## src/rtl/iter_carry_skip_adder.sv

```systemverilog
// ---------------------------------------------------------------------------
// iter_carry_skip_adder
//
// Sequential carry-skip adder/subtractor. One BLK-bit block is processed per
// clock, so an operation takes N_BLK = WIDTH/BLK cycles from accept to done.
// Inside each block a ripple chain produces the sum bits, while the block
// carry-out takes the skip path whenever every bit of the block propagates.
// The number of blocks that took the skip path is reported with each result.
//
// Parameters
//   WIDTH     operand/result width, must be a multiple of BLK
//   BLK       bits processed per cycle
//
// Ports
//   clk       rising-edge clock
//   rst_n     asynchronous active-low reset
//   start     request a new operation (accepted in IDLE or DONE)
//   sub       0: A+B, 1: A-B (sampled with start)
//   A, B      operands (sampled with start)
//   busy      high while blocks are being processed
//   done      one-cycle pulse when S/C/V/skip_cnt are updated
//   S         result, held until the next completion
//   C         carry out of the MSB (for subtract: 1 = no borrow)
//   V         signed overflow
//   skip_cnt  blocks whose carry took the skip path in the last operation
//
// Optional feature
//   CSA_EARLY_EXIT_EN  when defined, the operation finishes as soon as the
//                      block carry-out is 0 and all remaining operand bits
//                      are 0; the upper result bits are then known to be 0.
// ---------------------------------------------------------------------------
module iter_carry_skip_adder #(
  parameter int WIDTH = 32,
  parameter int BLK   = 4
) (
  input  logic                               clk,
  input  logic                               rst_n,
  input  logic                               start,
  input  logic                               sub,
  input  logic [WIDTH-1:0]                   A,
  input  logic [WIDTH-1:0]                   B,
  output logic                               busy,
  output logic                               done,
  output logic [WIDTH-1:0]                   S,
  output logic                               C,
  output logic                               V,
  output logic [$clog2(WIDTH/BLK+1)-1:0]     skip_cnt
);

  localparam int N_BLK = WIDTH / BLK;
  localparam int CNT_W = $clog2(N_BLK + 1);
  localparam int IDX_W = (N_BLK > 1) ? $clog2(N_BLK) : 1;

  localparam logic [1:0] ST_IDLE = 2'd0;
  localparam logic [1:0] ST_RUN  = 2'd1;
  localparam logic [1:0] ST_DONE = 2'd2;

  // Operand registers shift right by one block per cycle, so the block being
  // processed is always in the low BLK bits and the bits still to come are
  // everything above it.
  logic [1:0]       state_q,    state_d;
  logic [WIDTH-1:0] a_q,        a_d;
  logic [WIDTH-1:0] b_q,        b_d;
  logic             carry_q,    carry_d;
  logic [IDX_W-1:0] idx_q,      idx_d;
  logic [CNT_W-1:0] skip_q,     skip_d;
  logic [WIDTH-1:0] sum_q,      sum_d;
  logic [WIDTH-1:0] s_q,        s_d;
  logic             c_q,        c_d;
  logic             v_q,        v_d;
  logic [CNT_W-1:0] skip_cnt_q, skip_cnt_d;

  // Current block datapath.
  logic [BLK-1:0]   blk_p;
  logic [BLK-1:0]   blk_g;
  logic [BLK:0]     rc;
  logic [BLK-1:0]   blk_sum;
  logic             blk_prop;
  logic             blk_cout;
  logic             last_blk;
  logic             early_exit;
  logic             finish;
  logic [WIDTH-1:0] sum_nxt;

  always_comb begin
    // NOTE: every combinational output gets a default before any branch,
    // so no path leaves a signal unassigned and no latch is inferred.
    blk_p = a_q[BLK-1:0] ^ b_q[BLK-1:0];
    blk_g = a_q[BLK-1:0] & b_q[BLK-1:0];
    rc    = '0;
    rc[0] = carry_q;
    for (int i = 0; i < BLK; i++) begin
      rc[i+1] = blk_g[i] | (blk_p[i] & rc[i]);
    end
    blk_sum  = blk_p ^ rc[BLK-1:0];
    blk_prop = &blk_p;
    // Skip path: a fully propagating block passes its carry-in straight out.
    blk_cout = blk_prop ? carry_q : rc[BLK];
    last_blk = (idx_q == IDX_W'(N_BLK - 1));
    sum_nxt  = sum_q;
    sum_nxt[idx_q*BLK +: BLK] = blk_sum;
  end

`ifdef CSA_EARLY_EXIT_EN
  // Nothing left to add above this block and no carry heading into it:
  // the remaining result bits, C and V are all zero.
  assign early_exit = !blk_cout && ((a_q >> BLK) == '0) && ((b_q >> BLK) == '0);
`else
  assign early_exit = 1'b0;
`endif

  assign finish = last_blk | early_exit;

  always_comb begin
    state_d    = state_q;
    a_d        = a_q;
    b_d        = b_q;
    carry_d    = carry_q;
    idx_d      = idx_q;
    skip_d     = skip_q;
    sum_d      = sum_q;
    s_d        = s_q;
    c_d        = c_q;
    v_d        = v_q;
    skip_cnt_d = skip_cnt_q;

    case (state_q)
      ST_IDLE, ST_DONE: begin
        if (start) begin
          state_d = ST_RUN;
          a_d     = A;
          // Subtraction is A + ~B + 1: invert B and seed the carry with 1.
          b_d     = sub ? ~B : B;
          carry_d = sub;
          idx_d   = '0;
          skip_d  = '0;
          sum_d   = '0;
        end else begin
          state_d = ST_IDLE;
        end
      end
      ST_RUN: begin
        a_d     = a_q >> BLK;
        b_d     = b_q >> BLK;
        carry_d = blk_cout;
        idx_d   = idx_q + IDX_W'(1);
        skip_d  = skip_q + CNT_W'(blk_prop);
        sum_d   = sum_nxt;
        if (finish) begin
          state_d    = ST_DONE;
          s_d        = sum_nxt;
          c_d        = blk_cout;
          // rc[BLK-1] is the carry into the MSB only when this is the top
          // block; an early exit guarantees no overflow.
          v_d        = last_blk ? (rc[BLK-1] ^ blk_cout) : 1'b0;
          skip_cnt_d = skip_d;
        end
      end
      default: state_d = ST_IDLE;
    endcase
  end

  // NOTE: sequential state uses non-blocking assignments so every register
  // samples the pre-edge values regardless of statement order.
  always_ff @(posedge clk or negedge rst_n) begin
    if (!rst_n) begin
      state_q    <= ST_IDLE;
      a_q        <= '0;
      b_q        <= '0;
      carry_q    <= 1'b0;
      idx_q      <= '0;
      skip_q     <= '0;
      sum_q      <= '0;
      s_q        <= '0;
      c_q        <= 1'b0;
      v_q        <= 1'b0;
      skip_cnt_q <= '0;
    end else begin
      state_q    <= state_d;
      a_q        <= a_d;
      b_q        <= b_d;
      carry_q    <= carry_d;
      idx_q      <= idx_d;
      skip_q     <= skip_d;
      sum_q      <= sum_d;
      s_q        <= s_d;
      c_q        <= c_d;
      v_q        <= v_d;
      skip_cnt_q <= skip_cnt_d;
    end
  end

  assign busy     = (state_q == ST_RUN);
  assign done     = (state_q == ST_DONE);
  assign S        = s_q;
  assign C        = c_q;
  assign V        = v_q;
  assign skip_cnt = skip_cnt_q;

endmodule

```

## config.mk

```make
export PLATFORM = sky130hd
export DESIGN_NAME = iter_carry_skip_adder
export DESIGN_NICKNAME = d
export VERILOG_FILES = /design/src/rtl/iter_carry_skip_adder.sv
export SDC_FILE = /design/constraint.sdc
export NUM_CORES = 1
export LEC_CHECK = 0
export CAP_MARGIN = 10
export CORE_MARGIN = 3
export CORE_UTILIZATION = 40
export DETAILED_ROUTE_END_ITERATION = 12
export GPL_ROUTABILITY_DRIVEN = 0
export PLACE_DENSITY = 0.68
export SLEW_MARGIN = 15
export SYNTH_ARGS = -nofsm -noshare
export SYNTH_HDL_FRONTEND = slang
export SYNTH_SLANG_ARGS = --single-unit
```

## constraint.sdc

```tcl
create_clock -name clk -period 2.45 [get_ports clk]
set_clock_uncertainty 0.05 [all_clocks]
set_input_delay 0.49 -clock clk [delete_from_list [all_inputs] [get_ports clk]]
set_output_delay 0.49 -clock clk [all_outputs]
set_load 0.02 [all_outputs]
```

==> results.yml <==
sta:
  hold_viol: 0
  max_slew_margin_pct: 62.1
  report.final.setup_viol: 12
  fmax_mhz: 398
  rsz0062_at_grt: "yes"
  period_minus_slack_ns: 2.51
  slew_violations: 0
  finalCritPeriodShare_pct: 102
  tightest_slew_ns: 0.567
  postLayoutSetupSlackWorst_ns: -0.0595
  whs_ns: 0.427
critical_path:
  critical_path.max_fanout: 8
  criticalPathCategory: "flop to flop"
  startpoint_type: "flop"
  arrival_ns: 2.77
  cp-end-kind: "flop"
  crit_required_ns: 2.71
final_layout:
  fill_cells: 1399
  area_delta_synth_final_pct: 29.9
  final_nets: 809
  ff_latch_area_um2: 3600
  finalInstanceArea_um2: 8790
  n_antenna_cell: 0
  fin_util_pct: 54.2
  multi_input_area_um2: 2930
  layout-drive-gt1-share_pct: 13.6
grt:
  grt_pass1_wl_um: 26400
  antenna_found_initial: 0
  gr-total-overflow: 0
  grt_pass1_vias: 5197
  grt_max_degree: 57
  track_usage_pct: 18.0
yosys:
  yosysMostFrequentCell: "dfrtp_1"
  synth_nets: 694
  synth_top_cell_area_share_pct: 53.2
  synthTopCellsByArea: "dfrtp_1 (53%), a22oi_1 (6.1%), nand2_1 (5.8%)"
  synth_common_cells: "dfrtp_1 (144), nand2_1 (104), a22oi_1 (55)"
  ys.flop_type: "dfrtp_1"
  synth_cell_type_count: 45
  synth_edf_count: 0
  syn_area_per_cell_um2: 11.1
  async_flop_share_pct: 100
  synthesis.area_um2: 6770
  ys_seq_area_share_pct: 53.2
  yosys_register_bits: 144
  ys_warn_count: 0
  postSynthCellCount: 609
  yosys.area.top_type: "dfrtp_1"
floorplan:
  rows: 46
  die_area_um2: 18500
  ios: 108
  core_um2: 16200
  die_height_um: 136
  die_w_um: 136
  start_util_pct: 41.7
clock_network:
  cts.path.max_buffers: 2
  htree_levels: 4
  numCtsBuffers: 17
  clk_latency_ns: 0.42
  clock_sinks: 144
  cts_root_buf: "clkbuf_16"
  cts_tree: "done"
  path_clk_slew_ns: 0.06
outcome:
  violations: "negative setup slack"
  status: "finished with violations"
route:
  dr.pass1.iters: 5
  finalWirelength_um: 15800
  viasPerCell: 5.29
  postRouteAntennaNets: 0
  wl_per_cell_um: 16.7
  drt_iter0_drc: 297
  vias: 5021
  drc: 0
min_path:
  hp-class: "flop to flop"
power:
  ir_drop_mv: 0.923
  p_per_area_nw_per_um2: 1400
  leakage_nw: 3.85
placement:
  place_area_um2: 8160
  hpwl_um: 10900
  io_buffers: 107
job:
  cap_violations: 0
## cell usage in the layout, fill, tap and decap left out, types with 9 or more instances in the layout
cell type | netlist | final
nor2_1 | 33 | 33
a22o_1 | 34 | 34
a221o_1 | 26 | 26
clkbuf_16 | 0 | 17
mux2i_1 | 9 | 9
inv_1 | 12 | 10
dfrtp_1 | 144 | 144
xnor2_1 | 32 | 32
clkdlybuf4s50_1 | 0 | 105
nand2_1 | 104 | 103
ha_1 | 13 | 13
a22oi_1 | 55 | 49
o21ai_1 | 50 | 50
buf_4 | 5 | 23
## logic make-up after synthesis
logic type                 count (synthesis)  share of synthesized area [%]
AOI/OAI and AO/OA                        179                           19.9
xor gates and xnor gates                  35                           4.53
adders and majority gates                 17                           3.59
buffers and inverters                     55                           4.25
DFF                                      144                           53.2
muxes                                     11                           1.66
and+or+nand+nor                          168                           12.8
## flip-flops by register name (all words and copies together) (netlist names)
name      flops
carry_q       1
sum_q        32
V             1
C             1
skip_q        4
a_q          32
skip_cnt      4
b_q          32
state_q       2
idx_q         3
S            32
## final cells by class
| cell class | instances | area share, % |
|---|---|---|
| inverters | 13 | 0.583 |
| clock buffers | 22 | 5.39 |
| multi-input cells | 410 | 33.3 |
| clock inverters | 6 | 0.967 |
| repair buffers | 138 | 15.7 |
| flip-flops and latches | 144 | 41.0 |
| well taps | 216 | 3.07 |
## worst max-delay path: stages, from the launching register on
cell and delay [ns]:
dfrtp_1 0.38, fa_2 0.22, inv_2 0.04, fa_2 0.35
fa_2 0.36, inv_2 0.06, fa_1 0.41, nor2b_4 0.16
buf_12 0.15, a22o_1 0.22
## power by group
| part | leakage [nW] | internal (mW) | switching (mW) | total [mW] |
|---|---|---|---|---|
| registers | 1.91 | 3.32 | 0.589 | 3.91 |
| logic | 1.68 | 2.62 | 3.33 | 5.95 |
| clock network | 0.270 | 1.55 | 0.946 | 2.50 |
## routing by layer
layer  share of wire, %  global-route usage, %  wire (µm)
met5                  0                      0          0
met4                1.5                   6.38        235
met3                4.5                   4.70        718
met2                 47                   28.2       7500
met1                 47                   24.4       7390
## per-stage QoR
step           setup slack [ns]  instances  total power, mW  TNS (ns)
2_1_floorplan           -0.0758        609             7.67    -0.520
3_3_place_gp            -0.0552        916             9.54    -0.342
3_5_place_dp             -0.103        916             9.72    -0.889
4_1_cts                 -0.0499        949             12.4    -0.493
5_1_grt                  -0.127        949             13.1     -1.25
6_report                -0.0595        949             12.3    -0.458
## path summary, 6_finish.rpt
kind | from | end | slack [ns] | cells past startpoint
min | a_q[9] | a_q[9] | 0.43 | 2
max reg2reg | a_q[0] | sum_q[27] | -0.06 | 9
max in group asynchronous | rst_n | b_q[14] | 1.15 | 3
min reg2reg | a_q[9] | a_q[9] | 0.43 | 2
min in group asynchronous | rst_n | S[31] | 0.56 | 2
max | a_q[0] | sum_q[27] | -0.06 | 9
## timing repair
action | in CTS | in global routing
hold endpoints to repair | 40 | 0
setup buffers | 5 | 0
pin swaps | 15 | 8
resized for setup | 9 | 0
endpoints found under the setup margin | 12 | 13
hold buffers | 1 | 0
(Power assumes the default switching activity.)
